[src/rtl/weight_mac_sequencer.sv]
// Weight/pixel BRAM sequencer: loads a DEPTH-word weight row, then streams both buffers
// through a signed Q8.8 multiply-accumulate and emits a saturated partial sum with DONE.
module weight_mac_sequencer #(
   parameter int unsigned DEPTH = 28,
   parameter int unsigned AW    = 5,
   parameter int unsigned DW    = 16,
   parameter int unsigned ACC_W = 40,
   parameter int unsigned FRAC  = 8
) (
   input  logic          CLK,
   input  logic          RST,
   input  logic          START,
   input  logic          LOAD_VALID,
   input  logic [DW-1:0] LOAD_DATA,
   output logic          LOAD_READY,
   output logic          BUSY,
   output logic          DONE,
   output logic [DW-1:0] Y,
   output logic          SAT,
   output logic [AW-1:0] W_ADDR,
   output logic          W_EN,
   output logic          W_WE,
   output logic [DW-1:0] W_DI,
   input  logic [DW-1:0] W_DO,
   output logic [AW-1:0] X_ADDR,
   output logic          X_EN,
   input  logic [DW-1:0] X_DO
);

   localparam logic [2:0] StIdle  = 3'd0;
   localparam logic [2:0] StLoad  = 3'd1;
   localparam logic [2:0] StRun   = 3'd2;
   localparam logic [2:0] StDrain = 3'd3;
   localparam logic [2:0] StFin   = 3'd4;

   localparam logic [AW-1:0]           LastAddr = AW'(DEPTH - 1);
   localparam logic signed [ACC_W-1:0] YMax     = (ACC_W'(1) << (DW - 1)) - ACC_W'(1);
   localparam logic signed [ACC_W-1:0] YMin     = -YMax - ACC_W'(1);

   logic [2:0]              state_q, state_d;
   logic [AW-1:0]           addr_q, addr_d;
   logic signed [ACC_W-1:0] acc_q, acc_d;
   logic                    rd_vld_q, rd_vld_d;
   logic                    done_q, done_d;
   logic [DW-1:0]           y_q, y_d;
   logic                    sat_q, sat_d;

   logic                    wr, rd;
   logic signed [2*DW-1:0]  prod;
   logic signed [ACC_W-1:0] shifted;

   always_comb begin
      LOAD_READY = ((state_q == StIdle) && !START) || (state_q == StLoad);
      // A write asserted during reset would land at the BRAM's negedge; suppress it.
      wr         = LOAD_VALID && LOAD_READY && !RST;
      rd         = (state_q == StRun);
      W_EN       = wr || rd;
      W_WE       = wr;
      X_EN       = rd;
      W_ADDR     = addr_q;
      X_ADDR     = addr_q;
      W_DI       = LOAD_DATA;
      BUSY       = (state_q != StIdle);
      DONE       = done_q;
      Y          = y_q;
      SAT        = sat_q;
      prod       = $signed(W_DO) * $signed(X_DO);
      shifted    = acc_q >>> FRAC;
   end

   always_comb begin
      state_d  = state_q;
      addr_d   = addr_q;
      acc_d    = acc_q;
      rd_vld_d = rd;
      done_d   = 1'b0;
      y_d      = y_q;
      sat_d    = sat_q;
      if (rd_vld_q) begin
         acc_d = acc_q + {{(ACC_W - 2 * DW){prod[2*DW-1]}}, prod};
      end
      case (state_q)
         StIdle, StLoad: begin
            if (state_q == StIdle && START) begin
               state_d = StRun;
               addr_d  = '0;
               acc_d   = '0;
            end else if (wr) begin
               if (addr_q == LastAddr) begin
                  addr_d  = '0;
                  state_d = StIdle;
               end else begin
                  addr_d  = addr_q + AW'(1);
                  state_d = StLoad;
               end
            end
         end
         StRun: begin
            if (addr_q == LastAddr) begin
               addr_d  = '0;
               state_d = StDrain;
            end else begin
               addr_d = addr_q + AW'(1);
            end
         end
         StDrain: state_d = StFin;
         StFin: begin
            if (shifted > YMax) begin
               y_d   = YMax[DW-1:0];
               sat_d = 1'b1;
            end else if (shifted < YMin) begin
               y_d   = YMin[DW-1:0];
               sat_d = 1'b1;
            end else begin
               y_d   = shifted[DW-1:0];
               sat_d = 1'b0;
            end
            done_d  = 1'b1;
            state_d = StIdle;
         end
         default: state_d = StIdle;
      endcase
   end

   always_ff @(posedge CLK) begin
      if (RST) begin
         state_q  <= StIdle;
         addr_q   <= '0;
         acc_q    <= '0;
         rd_vld_q <= 1'b0;
         done_q   <= 1'b0;
         y_q      <= '0;
         sat_q    <= 1'b0;
      end else begin
         state_q  <= state_d;
         addr_q   <= addr_d;
         acc_q    <= acc_d;
         rd_vld_q <= rd_vld_d;
         done_q   <= done_d;
         y_q      <= y_d;
         sat_q    <= sat_d;
      end
   end

endmodule

[config.mk]
export PLATFORM = sky130hd
export DESIGN_NAME = weight_mac_sequencer
export DESIGN_NICKNAME = d
export VERILOG_FILES = /design/src/rtl/weight_mac_sequencer.sv
export SDC_FILE = /design/constraint.sdc
export NUM_CORES = 1
export LEC_CHECK = 0
export ABC_CLOCK_PERIOD_IN_PS = 8750
export BUFFER_PORTS_ARGS = -buffer_cell sky130_fd_sc_hd__buf_2
export CAP_MARGIN = 20
export CORE_ASPECT_RATIO = 1.5
export CORE_MARGIN = 2
export CORE_UTILIZATION = 46
export CTS_CLUSTER_DIAMETER = 120
export DETAILED_ROUTE_END_ITERATION = 10
export HOLD_SLACK_MARGIN = 0.15
export PLACE_DENSITY = 0.63
export SKIP_LAST_GASP = 1
export SLEW_MARGIN = 20
export SYNTH_ARGS = -nofsm -noshare
export SYNTH_HDL_FRONTEND = slang
export SYNTH_SLANG_ARGS = --single-unit
[constraint.sdc]
create_clock -name CLK -period 8.75 [get_ports CLK]
set_input_delay 1.75 -clock CLK [delete_from_list [all_inputs] [get_ports CLK]]
set_output_delay 1.75 -clock CLK [all_outputs]
set_load 0.03 [all_outputs]
==> out/metrics.cfg, run 1 <==
[status]
status=finished clean

[setup_path]
crit_path_max_fanout=8
max_stage_delay_ps=540
cpMaxStageDelayCell=fa_1
startpoint_type=input pin
crit_family=adder cells
cp_data_required_time_ps=8980
path_common_cell=fa_1
crit_path_end_kind=flop
crit_buf_inv=8
crit_type=input pin to flop
worstPathArrival_ps=8970

[clock_tree]
numCtsBuffers=9
clock_sinks=67
cts_max_path_buffers=2
cts_tree=done
clk_root_buffer_cell=clkbuf_16
h-tree-depth=3
clkTransAtPathRegs_ps=60
holdBufCountCts=0
clock_latency_ps=350

[timing]
setup_tns_ps=0
drv_slew=0
period_needed_ps=8740
min_period_over_period_pct=99.9
worstMarginPinSlew_ps=969
setup_viol=0
slew_headroom_pct=35.4
rsz0062_at_grt=true
hold_viol=0
setup_ws_ps=9.66
fin_worst_skew_ps=9.47
hold_ws_ps=453
max_freq_ghz=0.114

[logic_synthesis]
synth_cell_types=69
synth_seq_cells=67
async_flop_share_pct=0
synth_area_um2=14500
synthCells=1682
seq_area_frac_synth_pct=9.23
syn_avg_cell_area_um2=8.64
synth.largest_area_cell=fa_1
synth_edf_count=0
yosysWarnings=0
synthTopCellsByArea=fa_1 (36%), ha_1 (11%), dfxtp_1 (9.2%)
synth_nets=2121
synthFlopType=dfxtp_1
synth_top_area_share_pct=36.2

[floorplanning]
rows=79
io_pins=101
start_util_pct=46.8
die_w_um=149
core_um2=31000
die_h_um=222
die_area_um2=33100

[final_layout]
drive_gt1_share_pct=24.2
area_growth_pct=24.5
nNetsFinal=2364
antenna_cells=0

[route]
final_antenna_net_count=0
routed_wl_mm=35.2
dr.pass1.iters=5
drt_iter0_drc=408
wl_per_cell_um=15.1
via_per_inst=5.13
drc_errors=0
vias=12000

[global_route]
grt-ovfl-total=0
grt_pass1_vias=12900
grt_pass1_wl_mm=60.5
antenna_found_initial=0
grt_max_degree=43
grt_usage_pct=22.2

[placement]
dp_slack_ps=-544
port_buffers=68
place_congestion=0.909
hpwl_mm=29.6

[flow_run]
drv_cap=0

[hold_path]
hold_path_class=flop to flop

[placed cells by master, fill, tap and decap left out, drive strengths merged, types with 43 or more instances in the layout]
| master | instances |
|---|---|
| a21oi | 81 |
| and2 | 128 |
| buf | 311 |
| dfxtp | 67 |
| fa | 263 |
| ha | 124 |
| inv | 324 |
| nand2 | 177 |
| nor2 | 90 |
| o21ai | 43 |
| xnor2 | 47 |
[logic make-up (layout without fill, tap and decap cells)]
kind of cell             after synthesis  in the layout  synth area share (%)
AND/OR/NAND/NOR                      501            501                  16.7
buffers and inverters                401            649                  10.9
adder cells (fa/ha/maj)              387            387                  46.9
AO/OA/AOI/OAI                        237            237                  10.6
flip-flops                            67             67                  9.23
XOR/XNOR                              65             65                  3.97
multiplexers                          24             24                  1.65
[Yosys cell counts, types with 6 or more instances]
library cell	instances
inv_1	322
fa_1	263
nand2_1	177
and2_1	128
ha_1	124
nor2_1	90
a21oi_1	80
dfxtp_1	67
clkbuf_1	50
xnor2_1	46
o21ai_0	36
a21o_1	27
nand3_1	26
mux2i_1	24
buf_4	21
nor3_1	19
xor2_1	18
nand2b_1	14
nand4_1	12
a211oi_1	9
a31oi_1	8
o211ai_1	8
o21a_1	8
o21bai_1	8
nor4_1	7
o21ai_1	7
buf_1	6
nor2b_1	6
[layout make-up]
type,instances,area (µm²)
fill,2788,13000
sequential,67,1340
inverter,322,1210
clock inverter,7,76.3
multi-input combinational,1214,12300
clock buffer,9,225
timing repair buffer,311,2430
tap,405,507
[final timing paths]
check / from / end / slack (ps) / depth (start not counted)
setup / recovery: W_DO[5] / acc_q[33] / 10 / 34
hold / removal: Y[0] / Y[0] / 450 / 2
setup reg to reg: acc_q[0] / acc_q[26] / 5760 / 13
hold reg to reg: Y[0] / Y[0] / 450 / 2
[tightest hold or removal path, cell delays in order, from the launching register on]
cell and delay (ps):
dfxtp_1 310, nand2_1 50, a21oi_1 50
[per-layer routing]
| layer | wire, µm | GRT usage [%] | up-vias |
|---|---|---|---|
| met5 | 0 | 0 | - |
| li1 | - | - | 5749 |
| met4 | 909 | 7.19 | 0 |
| met2 | 19100 | 41.9 | 175 |
| met1 | 14400 | 26.5 | 5998 |
| met3 | 828 | 1.58 | 59 |
[state kept, by name, indices dropped and copies added (netlist names)]
signal	flops
state_q	3
DONE	1
W_ADDR	5
Y	16
SAT	1
rd_vld_q	1
acc_q	40
[through the flow]
| step | instance area [µm²] | util [%] | std cells |
|---|---|---|---|
| after global placement | 16900 | 54.4 | 2285 |
| after detailed placement | 16900 | 54.4 | 2285 |
| after floorplan | 14900 | - | 1682 |
| final | 18100 | 58.3 | 2335 |
| after CTS | 17600 | 56.6 | 2319 |
| after global routing | 18100 | 58.3 | 2335 |
[timing repair]
item | CTS | global route
endpoints found under the setup margin | 6 | 19
resized for setup | 71 | 91
setup buffers | 17 | 18
cloned | 1 | 0
pin swaps | 54 | 70
Power of run 1 is not shown: default switching activity piles up to over one toggle a cycle in this logic, so the estimate is an artifact.
==> run 2: changes to the inputs <==
--- a/config.mk
+++ b/config.mk
@@ -6,15 +6,15 @@
 export NUM_CORES = 1
 export LEC_CHECK = 0
 export ABC_CLOCK_PERIOD_IN_PS = 8750
-export BUFFER_PORTS_ARGS = -buffer_cell sky130_fd_sc_hd__buf_2
 export CAP_MARGIN = 20
 export CORE_ASPECT_RATIO = 1.5
 export CORE_MARGIN = 2
 export CORE_UTILIZATION = 46
 export CTS_CLUSTER_DIAMETER = 120
 export DETAILED_ROUTE_END_ITERATION = 10
+export DONT_BUFFER_PORTS = 1
 export HOLD_SLACK_MARGIN = 0.15
-export PLACE_DENSITY = 0.63
+export PLACE_DENSITY = 0.6
 export SKIP_LAST_GASP = 1
 export SLEW_MARGIN = 20
 export SYNTH_ARGS = -nofsm -noshare
==> run 2 against run 1 <==
  * First-iteration DRC count down 0.74%
  * Count of clock-buffer cells in the layout grew 1
  * Via count fell by 6.8%
  * Non-clock buffer count fell by 191
  * Sequential cell count did not move
  * Maximum frequency grew 0.61%
  * Design area fell by 10%
  * Register-to-register slack got worse by 20 ps
  * Global-route usage decreased by 0.34 points
  * Critical path depth is 2 lower
==> out/metrics.cfg, run 2 (same netlist as run 1, synthesis figures left out) <==
[status]
status=finished clean

[setup_path]
startpoint_type=input pin
path_common_cell=fa_1
crit_family=adder cells
cp_data_required_time_ps=8970  ; about the same
crit_buf_inv=5  ; -3
crit_path_end_kind=flop
crit_path_max_fanout=16  ; +8
crit_type=input pin to flop
worstPathArrival_ps=8910  ; -60 ps
cpMaxStageDelayCell=fa_1
max_stage_delay_ps=550  ; about the same

[placement]
port_buffers=0  ; -100%
place_congestion=0.827  ; -9.1%
hpwl_mm=28.5  ; -3.8%
dp_cells=2119  ; -7.3%

[global_route]
grt_pass1_wl_mm=59.5  ; -1.5%
grt_pass1_vias=12300  ; -4.9%
grt_max_degree=43  ; unchanged
antenna_found_initial=0  ; unchanged
grt-ovfl-total=0  ; unchanged
grt_usage_pct=21.9  ; -0.34 points

[final_layout]
final_common_cell=inv_1
nNetsFinal=2173  ; -8.1%
mostFrequentLayoutCells=inv_1 (317), fa_1 (256), nand2_1 (175)
multiInputGateArea_um2=12000  ; -2.3%
largest_register_ffs=40  ; unchanged
area_growth_pct=11.9
nFillCells=2963  ; +6.3%
layout.cells.non_filler=2144  ; -8.2%
largest_register=acc_q
regArea_um2=1340  ; unchanged
antenna_cells=0  ; unchanged
drive_gt1_share_pct=12.7  ; -12 points

[route]
drc_errors=0  ; unchanged
routed_wl_mm=34.1  ; -3.3%
wl_per_cell_um=15.9  ; +5.4%
via_per_inst=5.21  ; +1.5%
drt_iter0_drc=405  ; -0.74%
vias=11200  ; -6.8%
dr.pass1.iters=4  ; -1
final_antenna_net_count=0  ; unchanged

[clock_tree]
h-tree-depth=3  ; unchanged
cts_tree=done
holdBufCountCts=0  ; unchanged
numCtsBuffers=9  ; unchanged
cts_max_path_buffers=2  ; unchanged
clock_sinks=67  ; unchanged
clock_latency_ps=330  ; -20 ps
clk_root_buffer_cell=clkbuf_16
clkTransAtPathRegs_ps=60  ; about the same

[timing]
period_needed_ps=8690  ; -53.3 ps
worstMarginPinSlew_ps=995  ; +25.7 ps
slew_headroom_pct=33.5  ; -1.9 points
rsz0062_at_grt=true
drv_slew=0  ; unchanged
max_freq_ghz=0.115  ; +0.61%
hold_viol=0  ; unchanged
setup_viol=0  ; unchanged
fin_worst_skew_ps=10.5  ; +1.05 ps
min_period_over_period_pct=99.3  ; -0.61 points

[hold_path]
hold_path_class=flop to flop

[floorplanning]
rows=79  ; unchanged
core_um2=31000  ; unchanged
start_util_pct=46.8  ; unchanged
io_pins=101  ; unchanged
die_w_um=149  ; unchanged
die_h_um=222  ; unchanged
die_area_um2=33100  ; unchanged

[flow_run]
drv_cap=0  ; unchanged

-- run 2: cell count changes in the layout (fill, tap and decap cells not counted), moves of 9 or more --
cell    previous run  this run
inv_2             18         5
and2_4            21         9
and2_1           107       119
buf_2             54         0
buf_4            223       119
buf_12             9         0
inv_1            303       317
buf_6             23         1
-- run 2: what timing repair did --
action,in CTS,in global routing
buffers inserted,3,6
resized for setup,3,45
setup endpoints to repair,3,17
cloned,0,0
pin swaps,6,30
-- run 2: worst reg2reg max path, cell delays in order (launching register included) --
cell	delay (ps)
dfxtp_1	330
ha_1	200
inv_1	60
fa_1	370
nor2b_1	220
o211ai_1	120
a21boi_1	280
o211a_1	240
or3_4	170
buf_4	110
a31oi_2	100
o21ai_2	170
a21oi_1	100
or4_1	400
nand3_1	70
-- run 2: path summary, 6_finish.rpt --
kind / start / endpoint / slack (ps) / depth (start not counted)
setup / recovery: X_DO[6] / acc_q[33] / 60 / 32
hold reg to reg: acc_q[12] / acc_q[12] / 490 / 2
hold / removal: acc_q[12] / acc_q[12] / 490 / 2
setup reg to reg: acc_q[0] / acc_q[26] / 5740 / 14
-- run 2: cell type report --
type	instances	area share (%)
Inverter	322	7.44
Clock buffer	10	1.41
Clock inverter	6	0.285
Tap cell	405	3.12
Multi-Input combinational cell	1214	73.9
Timing Repair Buffer	120	5.57
Sequential cell	67	8.26
-- run 2: metal layers --
| metal | GRT usage [%] | share of wire [%] | wire, µm |
|---|---|---|---|
| met5 | 0 | 0 | 0 |
| met4 | 5.16 | 2.0 | 671 |
| met3 | 2.61 | 3.6 | 1240 |
| met2 | 40.7 | 53 | 17900 |
| met1 | 26.8 | 42 | 14200 |
-- run 2: stage by stage --
stage	util [%]	hold WS (ps)	area, µm²	worst slack, ps	TNS (ps)
after global routing	52.4	515	16300	-197	-812
final	52.4	488	16300	63.0	0
after CTS	51.6	487	16000	3.44	0
after floorplan	-	446	14900	-11.4	-19.5
after global placement	50.6	468	15700	-240	-1560
after detailed placement	50.6	476	15700	-365	-2860
Power of run 2 is left out for the same reason.
